--- src/rtl/test.sv ---
// test -- multi-device packet switch with per-device input FIFOs.
//
// Every attached device owns a DEPTH-entry FIFO. A round-robin arbiter pops
// at most one FIFO head per cycle and routes the word by its destination ID
// (top 8 bits). The word goes to one device, to every device except the
// source (ID 8'hFF), or nowhere (ID outside 0..DEVICES-1).
//
// Parameters:
//   WIDTH   packet width in bits (>= 9), [WIDTH-1:WIDTH-8] = destination ID
//   DEPTH   entries per device FIFO (power of 2, >= 2)
//   DEVICES number of attached devices (2..16)
//
// Ports:
//   clk        sole clock, rising edge
//   rst_n      asynchronous active-low reset
//   push       per-device write strobe
//   d_in       per-device packet, slice i = [i*WIDTH +: WIDTH]
//   full       per-device FIFO full flag (registered)
//   d_out      per-device delivered packet, holds value while not valid
//   d_out_vld  per-device delivery strobe, one cycle per packet
//   drop_cnt   (only with TEST_DROP_CNT_EN) saturating count of rejected
//              pushes plus dropped packets
//
// Optional feature macro: TEST_DROP_CNT_EN

module test #(
  parameter int WIDTH   = 16,
  parameter int DEPTH   = 8,
  parameter int DEVICES = 4
) (
  input  logic                     clk,
  input  logic                     rst_n,
  input  logic [DEVICES-1:0]       push,
  input  logic [DEVICES*WIDTH-1:0] d_in,
  output logic [DEVICES-1:0]       full,
  output logic [DEVICES*WIDTH-1:0] d_out,
  output logic [DEVICES-1:0]       d_out_vld
`ifdef TEST_DROP_CNT_EN
  ,
  output logic [15:0]              drop_cnt
`endif
);

  localparam int AW = $clog2(DEPTH);
  localparam int IW = (DEVICES > 1) ? $clog2(DEVICES) : 1;
  localparam logic [AW:0]   DEPTH_C = (AW+1)'(DEPTH);
  localparam logic [IW:0]   DEV_C   = (IW+1)'(DEVICES);
  localparam logic [IW-1:0] LAST_C  = IW'(DEVICES - 1);
  localparam logic [7:0]    BCAST   = 8'hFF;

  logic [WIDTH-1:0]   mem   [DEVICES][DEPTH];
  logic [AW-1:0]      wptr  [DEVICES];
  logic [AW-1:0]      rptr  [DEVICES];
  logic [AW:0]        count [DEVICES];
  logic [AW:0]        count_nxt [DEVICES];

  logic [DEVICES-1:0] wr_en;
  logic [DEVICES-1:0] rd_en;
  logic [DEVICES-1:0] nonempty;

  logic [IW-1:0]      rr_ptr;
  logic [IW-1:0]      gnt_idx;
  logic               gnt_vld;
  logic [IW:0]        cand;

  logic [WIDTH-1:0]   head;
  logic [7:0]         dest;
  logic               is_bcast;

  // A push is accepted only while the FIFO is not full; the full flag is the
  // registered image of count==DEPTH, so it is exact for the current cycle.
  // Pops come only from the arbiter grant.
  always_comb begin
    wr_en    = '0;
    rd_en    = '0;
    nonempty = '0;
    for (int i = 0; i < DEVICES; i++) begin
      nonempty[i] = (count[i] != '0);
      wr_en[i]    = push[i] & ~full[i];
      rd_en[i]    = gnt_vld && (gnt_idx == IW'(i));
    end
  end

  // Round-robin search: walk the devices starting at rr_ptr (one past the
  // last winner) and take the first non-empty FIFO. The candidate index is
  // kept one bit wider so the wrap-around subtraction works for any DEVICES.
  always_comb begin
    gnt_vld = 1'b0;
    gnt_idx = '0;
    cand    = '0;
    for (int k = 0; k < DEVICES; k++) begin
      cand = {1'b0, rr_ptr} + (IW+1)'(k);
      if (cand >= DEV_C) begin
        cand = cand - DEV_C;
      end
      if (!gnt_vld && nonempty[cand[IW-1:0]]) begin
        gnt_vld = 1'b1;
        gnt_idx = cand[IW-1:0];
      end
    end
  end

  // Head word of the granted FIFO and its routing class.
  always_comb begin
    head     = mem[gnt_idx][rptr[gnt_idx]];
    dest     = head[WIDTH-1 -: 8];
    is_bcast = gnt_vld && (dest == BCAST);
  end

  // Next occupancy per FIFO; push and pop in the same cycle cancel out.
  always_comb begin
    for (int i = 0; i < DEVICES; i++) begin
      count_nxt[i] = count[i] + (AW+1)'(wr_en[i]) - (AW+1)'(rd_en[i]);
    end
  end

  // FIFO storage carries no reset: stale words are unreachable once the
  // pointers and counts are cleared.
  always_ff @(posedge clk) begin
    for (int i = 0; i < DEVICES; i++) begin
      if (wr_en[i]) begin
        mem[i][wptr[i]] <= d_in[i*WIDTH +: WIDTH];
      end
    end
  end

  // FIFO pointers, counts and the registered full flag. Pointers are AW bits
  // wide, so they wrap modulo DEPTH for free.
  always_ff @(posedge clk or negedge rst_n) begin
    if (!rst_n) begin
      for (int i = 0; i < DEVICES; i++) begin
        wptr[i]  <= '0;
        rptr[i]  <= '0;
        count[i] <= '0;
      end
      full <= '0;
    end else begin
      for (int i = 0; i < DEVICES; i++) begin
        if (wr_en[i]) begin
          wptr[i] <= wptr[i] + 1'b1;
        end
        if (rd_en[i]) begin
          rptr[i] <= rptr[i] + 1'b1;
        end
        count[i] <= count_nxt[i];
        full[i]  <= (count_nxt[i] == DEPTH_C);
      end
    end
  end

  // Arbiter pointer: the next search starts just after the last winner.
  always_ff @(posedge clk or negedge rst_n) begin
    if (!rst_n) begin
      rr_ptr <= '0;
    end else if (gnt_vld) begin
      rr_ptr <= (gnt_idx == LAST_C) ? '0 : gnt_idx + 1'b1;
    end
  end

  // Delivery stage. A broadcast lands on every slice except the source's;
  // a unicast lands on the slice matching its ID. An out-of-range ID matches
  // no slice, so the word is popped and silently dropped. Slices that are
  // not written keep their previous value.
  always_ff @(posedge clk or negedge rst_n) begin
    if (!rst_n) begin
      d_out     <= '0;
      d_out_vld <= '0;
    end else begin
      d_out_vld <= '0;
      if (gnt_vld) begin
        for (int j = 0; j < DEVICES; j++) begin
          if ((is_bcast && (gnt_idx != IW'(j))) ||
              (!is_bcast && (dest == 8'(j)))) begin
            d_out[j*WIDTH +: WIDTH] <= head;
            d_out_vld[j]            <= 1'b1;
          end
        end
      end
    end
  end

`ifdef TEST_DROP_CNT_EN
  logic [4:0]  rej_cnt;
  logic        is_drop;
  logic [16:0] drop_sum;

  // Rejected pushes and a dropped packet may land in the same cycle; all of
  // them are added together and the sum saturates at 16'hFFFF.
  always_comb begin
    rej_cnt = '0;
    for (int i = 0; i < DEVICES; i++) begin
      rej_cnt = rej_cnt + 5'(push[i] & full[i]);
    end
    is_drop  = gnt_vld && !is_bcast && (dest >= 8'(DEVICES));
    drop_sum = 17'(drop_cnt) + 17'(rej_cnt) + 17'(is_drop);
  end

  // Saturating drop counter.
  always_ff @(posedge clk or negedge rst_n) begin
    if (!rst_n) begin
      drop_cnt <= '0;
    end else begin
      drop_cnt <= drop_sum[16] ? 16'hFFFF : drop_sum[15:0];
    end
  end
`endif

endmodule

--- config.mk ---
export PLATFORM = sky130hd
export DESIGN_NAME = test
export DESIGN_NICKNAME = d
export VERILOG_FILES = /design/src/rtl/test.sv
export SDC_FILE = /design/constraint.sdc
export NUM_CORES = 1
export LEC_CHECK = 0
export ABC_CLOCK_PERIOD_IN_PS = 10500
export BUFFER_PORTS_ARGS = -buffer_cell sky130_fd_sc_hd__buf_2
export CAP_MARGIN = 20
export CORE_UTILIZATION = 68
export CTS_BUF_LIST = sky130_fd_sc_hd__clkbuf_8
export CTS_CLUSTER_DIAMETER = 80
export CTS_CLUSTER_SIZE = 25
export DETAILED_ROUTE_END_ITERATION = 8
export PLACE_DENSITY = 0.93
export SYNTH_ARGS = -nofsm -noshare
export SYNTH_HDL_FRONTEND = slang
export SYNTH_SLANG_ARGS = --single-unit
--- constraint.sdc ---
create_clock -name clk -period 10.5 [get_ports clk]
set_clock_uncertainty 0.05 [all_clocks]
set_input_delay 1.05 -clock clk [delete_from_list [all_inputs] [get_ports clk]]
set_output_delay 1.05 -clock clk [all_outputs]
set_load 0.005 [all_outputs]
# Word level (Yosys, flattened, before mapping)
# Memories as Yosys holds them, arrays and structs flattened.
# Index checks and enable logic that the tools add are counted.
[totals]
register_bits = 114
out_inout_bits = 72
input_bits = 70
mem_count = 1
elab_cells = 177
ram_bits = 512
[op_classes]
n_reduce_logical = 39
mux = 48
magnitude_cmp = 18
addsub = 24
bitwise = 14
eq_ne = 14
[memory_table]
columns = ["name", "words", "width", "read_ports", "rd_ports_with_merged_regs", "wr", "line_no", "source"]
rows = [
  ["mem", 4, 128, 1, 0, 4, "51", "logic [WIDTH-1:0] mem [DEVICES][DEPTH];"],
]
[op_table]
columns = ["cell", "n"]
rows = [
  ["128-bit 2-to-1 mux", 4],
  ["16-bit demux with 3-bit select", 4],
  ["16-bit 2-to-1 mux", 6],
  ["16-bit binary-select mux with 3-bit select", 1],
  ["3-bit by 1-bit adder with 3-bit output, second input constant", 8],
  ["4-bit greater-or-equal comparator, second input constant", 5],
  ["1-bit logical AND", 20],
  ["3-bit inverter with 4-bit output", 5],
  ["2-bit 2-to-1 mux", 9],
  ["4-bit by 1-bit adder with 4-bit output", 4],
  ["4-bit equality test, second input constant", 4],
  ["8-bit by 2-bit equality test with 1-bit output, second input constant", 2],
  ["4-bit by 1-bit less-than comparator with 1-bit output, second input constant", 4],
  ["1-bit 2-to-1 mux", 16],
  ["4-bit nonzero test", 4],
  ["4-bit by 1-bit subtractor with 4-bit output", 4],
  ["3-bit greater-or-equal comparator, second input constant", 4],
  ["2-bit by 3-bit less-than comparator with 1-bit output, second input constant", 4],
  ["1-bit binary-select mux with 2-bit select", 4],
  ["8-bit by 1-bit equality test with 1-bit output, second input constant", 1],
  ["8-bit equality test, second input constant", 1],
  ["8-bit zero test", 1],
  ["2-bit AND reduction", 4],
  ["2-bit by 1-bit subtractor with 2-bit output, second input constant", 4],
  ["other kinds (18)", 34],
]

# Longest topological paths before layout
[depth]
word_depth = 29
ltp_mapped = 25
depth_no_buf = 17

# Worst setup path before layout
# Ideal clock, no wire load.
[synth_path]
kind = "reg2reg"
startpoint = "register count[14] in the netlist's numbering"
endpoint = "register full[1]"
arrival_ps = 4722
slack_ps = 5623
stages_incl_launch_ff = 25
synth_period_minus_slack_ps = 4877
n_path_buf = 9
required_time_ps = 10345
setup_time_ps = 105
cell_sequence = "dfrtp_1 > inv_1 > ha_1 > or3b_1 > buf_2 > a22o_1 > nor3_2 > buf_4 > buf_6 > buf_6 > buf_2 > buf_2 > buf_1 > buf_1 > buf_1 > ha_1 > nand2_1 > inv_1 > ha_1 > inv_1 > ha_1 > inv_1 > fa_1 > inv_1 > nor4b_1"
[synth_lines]
columns = ["element", "line_no", "source"]
rows = [
  ["start: declaration", "54", "logic [AW:0] count [DEVICES];"],
  ["start signal: indexed assignment", "145", "count[i] <= count_nxt[i];"],
  ["end signal: indexed assignment", "146", "full[i] <= (count_nxt[i] == DEPTH_C);"],
  ["end: declaration", "35", "output logic [DEVICES-1:0] full,"],
]

# Final worst setup path
[layout_path]
startpoint = "register count[10] in the netlist's numbering"
endpoint = "register d_out[16]"
[layout_between]
elab_chain_cells = 27
word_cells_on_any_way = 41
classes_between = "3 x eq/ne; 22 x mux; 2 x bitwise; 13 x reduce/logical; 1 x memory"
[layout_lines]
columns = ["element", "line_no", "source"]
rows = [
  ["4-bit nonzero test *", "78", "nonempty[i] = (count[i] != '0);"],
  ["1-bit binary-select mux with 2-bit select", "96", "if (!gnt_vld && nonempty[cand[IW-1:0]]) begin"],
  ["1-bit 2-to-1 mux (not written as such)", "96", ""],
  ["1-bit 2-to-1 mux", "96", ""],
  ["1-bit zero test", "96", ""],
  ["1-bit logical AND", "96", ""],
  ["1-bit 2-to-1 mux", "96", ""],
  ["1-bit zero test", "96", ""],
  ["[... 10 more ...]", "-", ""],
  ["16-bit binary-select mux with 3-bit select", "105", "head = mem[gnt_idx][rptr[gnt_idx]];"],
  ["16-bit 2-to-1 mux (not written as such) (2 in a row)", "105", ""],
  ["8-bit equality test", "107", "is_bcast = gnt_vld && (dest == BCAST);"],
  ["1-bit logical AND", "107", ""],
  ["1-bit zero test", "173", "(!is_bcast && (dest == 8'(j)))) begin"],
  ["1-bit logical AND", "173", ""],
  ["1-bit logical OR", "172", "if ((is_bcast && (gnt_idx != IW'(j))) ||"],
  ["2-bit AND reduction (no source line)", "-", ""],
  ["end signal: assignment", "166", "d_out <= '0;"],
  ["end signal: indexed assignment", "174", "d_out[j*WIDTH +: WIDTH] <= head;"],
  ["end: declaration", "36", "output logic [DEVICES*WIDTH-1:0] d_out,"],
]
# Every way passes the cells marked *; elsewhere a longest branch is shown, timed or not. The select of a mux whose other input is x is not followed.
# A chain may end at the register's enable or synchronous reset.

==> results_dict.tcl <==
set metrics [dict create \
    cts.htree.levels 1 \
    antenna_found_initial 2 \
    synth_seq_cells 626 \
    final_cells 2564 \
    routed_via_density 6.86 \
    syn_nets 2048 \
    status "finished, final reports clean" \
    globalplace.congestion 0.933 \
    worstReg2RegStart "count[10]$_DFF_PN0_" \
    drv_slew 0 \
    yosysSeqAreaShare_pct 69.9 \
    ctsHoldBuffers 0 \
    die_h_um 198 \
    grt_pass1_wl_um 101000 \
    cts.path.max_buffers 3 \
    place_inst 2504 \
    post-dp-hpwl_um 42600 \
    min_period_over_period_pct 62.2 \
    cp-start-kind "flip-flop" \
    n_fill_cell 2242 \
    clock_latency_ns 0.70 \
    worstPathArrival_ns 7.10 \
    wl_per_cell_um 26.4 \
    areaGrowthSynthToFinish_pct 6.86 \
    tightest_slew_ns 1.17 \
    worstPathRequired_ns 11.07 \
    hold_class "in2async" \
    startpoint "count[10]$_DFF_PN0_" \
    postSynthCellCount 1942 \
    syn_area_per_cell_um2 13.4 \
    layout_min_cycle_time_ns 6.53 \
    rows 71 \
    fmax_mhz 153 \
    ys.flop_type "edfxtp_1" \
    drt_iter0_markers 2606 \
    die-area_um2 39100 \
    fin_tns_setup_ns 0 \
    dr_wl_met2_um 31000 \
    drt_pass1_iterations 8 \
    cts_setup_buffers 0 \
    top_layer "met4" \
    coreArea_um2 37700 \
    grt_pass1_vias 17200 \
    vias 17600 \
    cts_resized 0 \
    worst_r2r_path_depth 17 \
    grt.total_usage_pct 35.1 \
    critical_path_class "reg2reg" \
    slew_headroom_pct 21.7 \
    fin_nets 2134 \
    synth_edf_count 512 \
    setup.worst_path.end "d_out[16]$_DFFE_PN0P_" \
    postRouteAntennaNets 0 \
    numPortBuffers 141 \
    crit_path_end_kind "flip-flop" \
    place_ws_ns 3.87 \
    io_pins 142 \
    initial_utilization_pct 69.2 \
    rsz0062_at_grt "false" \
    hold_viol 0 \
    setup_viol 0 \
    cap_violations 0 \
    fin_ws_ns 3.97 \
    cts_made_buffers 29 \
    cts_root_buf "clkbuf_8" \
    drc 0 \
    ys_types 73 \
    gr-total-overflow 0 \
    cp_max_fo 165 \
    rrSetupSlack_ns 3.97 \
    async_flop_share_pct 18.2 \
    r2r_end "d_out[16]$_DFFE_PN0P_" \
    syn_area_um2 26100 \
    cts_tree "built" \
    clkTransAtPathRegs_ns 0.15 \
    wl_met1_um 23200 \
    wl_met3_um 9620 \
    drt_wl_total_um 67600 \
    drive_gt1_share_pct 16.2 \
    clock_sinks 626 \
    ys_warn_count 0 \
    grt_max_degree 166 \
    die_w_um 198 \
]
-- Yosys cell counts (9+ instances only) --
cell       number  area [µm²]
nor4_1         25         156
nor2_1         28         105
a311oi_1       24         210
a21oi_1        84         420
ha_1           32         400
nand2_1       315        1180
buf_1          20        75.1
o211ai_1       39         293
mux2_2         39         439
nand4_1        62         388
o2111ai_1      15         131
edfxtp_1      512       15400
inv_1          62         233
buf_4          14         105
o21ai_0        33         165
nand2b_1       14        87.6
clkbuf_1       56         210
a21o_1         18         135
buf_2          41         205
a31oi_1        32         200
a211oi_1       21         158
a22o_1         29         254
and3_1         12        75.1
xor2_1          9        78.8
nand3_1       137         686
xnor2_1        15         131
nor3_1         10        50.1
mux2i_1        12         120
dfrtp_1       114        2850
-- metrics by stage --
stage / utilization, % / instance area (µm²) / hold WS [ns]
finish: 74.0 / 27900 / 0.285
global route: 74.0 / 27900 / 0.312
detailed placement: 72.4 / 27300 / 0.400
CTS: 73.8 / 27800 / 0.281
global placement: 72.3 / 27300 / 0.395
floorplan: - / 26100 / 0.394
-- cells by family (layout without fill, tap and decap cells) --
| logic type | after synthesis | in the layout | share of synthesized area (%) |
|---|---|---|---|
| xor+xnor | 24 | 24 | 0.806 |
| fa+ha+maj | 36 | 36 | 1.84 |
| simple gates | 644 | 644 | 11.9 |
| flops | 626 | 626 | 69.9 |
| compound gates | 357 | 357 | 9.81 |
| buf+inv | 199 | 308 | 3.41 |
| other cells | 0 | 2 | 0 |
| mux | 56 | 56 | 2.37 |
-- layout by cell type (no fill, tap or decap), types with 14 or more instances in the layout --
master / instances
edfxtp_1: 512
nand2_1: 313
buf_2: 140
nand3_1: 137
dfrtp_1: 114
a21oi_1: 84
inv_1: 82
nand4_1: 62
buf_4: 45
o211ai_1: 39
mux2_2: 39
o21ai_0: 33
a31oi_1: 32
ha_1: 32
a22o_1: 29
clkbuf_8: 29
nor4_1: 25
a311oi_1: 24
a211oi_1: 20
a21o_1: 18
nor2_1: 15
xnor2_1: 15
o2111ai_1: 15
nand2b_1: 14
-- sequential cells by signal (all words and copies together), names as in the netlist --
| register | cells |
|---|---|
| full | 4 |
| mem | 512 |
| d_out_vld | 4 |
| rptr | 12 |
| rr_ptr | 2 |
| d_out | 64 |
| count | 16 |
| wptr | 12 |
-- area by class of cell --
type	count	area, µm²	share of cell area (%)
flip-flops and latches	626	18200	65.4
multi-input cells	1117	7090	25.4
repair buffers	191	1160	4.15
well taps	511	639	2.29
clock buffers	29	399	1.43
inverters	63	239	0.857
clock inverters	25	119	0.426
diodes	2	5.00	0.0180
-- worst min-delay path by stage --
stage	from	to	slack, ns	cells after the start
after detailed placement	d_out[57]$_DFFE_PN0P_	d_out[57]$_DFFE_PN0P_	0.40	1
after global placement	d_out[57]$_DFFE_PN0P_	d_out[57]$_DFFE_PN0P_	0.40	1
after CTS	rst_n	rptr[5]$_DFFE_PN0P_	0.28	1
after floorplan	rptr[2]$_DFFE_PN0P_	rptr[2]$_DFFE_PN0P_	0.39	1
after global routing	rst_n	rptr[5]$_DFFE_PN0P_	0.31	1
final	rst_n	rptr[10]$_DFFE_PN0P_	0.29	1
-- routing by layer --
layer / global-route usage [%] / vias up
met4: 17.1 / 0
met3: 8.75 / 298
met5: 0 / -
met2: 54.9 / 1421
met1: 46.4 / 8401
li1: - / 7466
-- worst max-delay path, cell delays in order (launching register included) --
cell and delay, ns:
dfrtp_1 0.39, inv_1 0.08, ha_1 0.17, nor3b_1 0.51, a22o_1 0.27, buf_4 0.45, nor3_4 0.07, buf_12 0.34
inv_4 0.78, buf_4 0.65, mux2i_1 0.25, mux2i_1 0.08, a221o_1 0.39, nand4_1 0.12, nand3_1 0.24, nor4b_2 0.69
o21bai_4 0.40, mux2_2 0.40
Power is left out: the tool's default activity adds up to more than one toggle a clock period on the data nets, which glitch-free logic cannot reach.
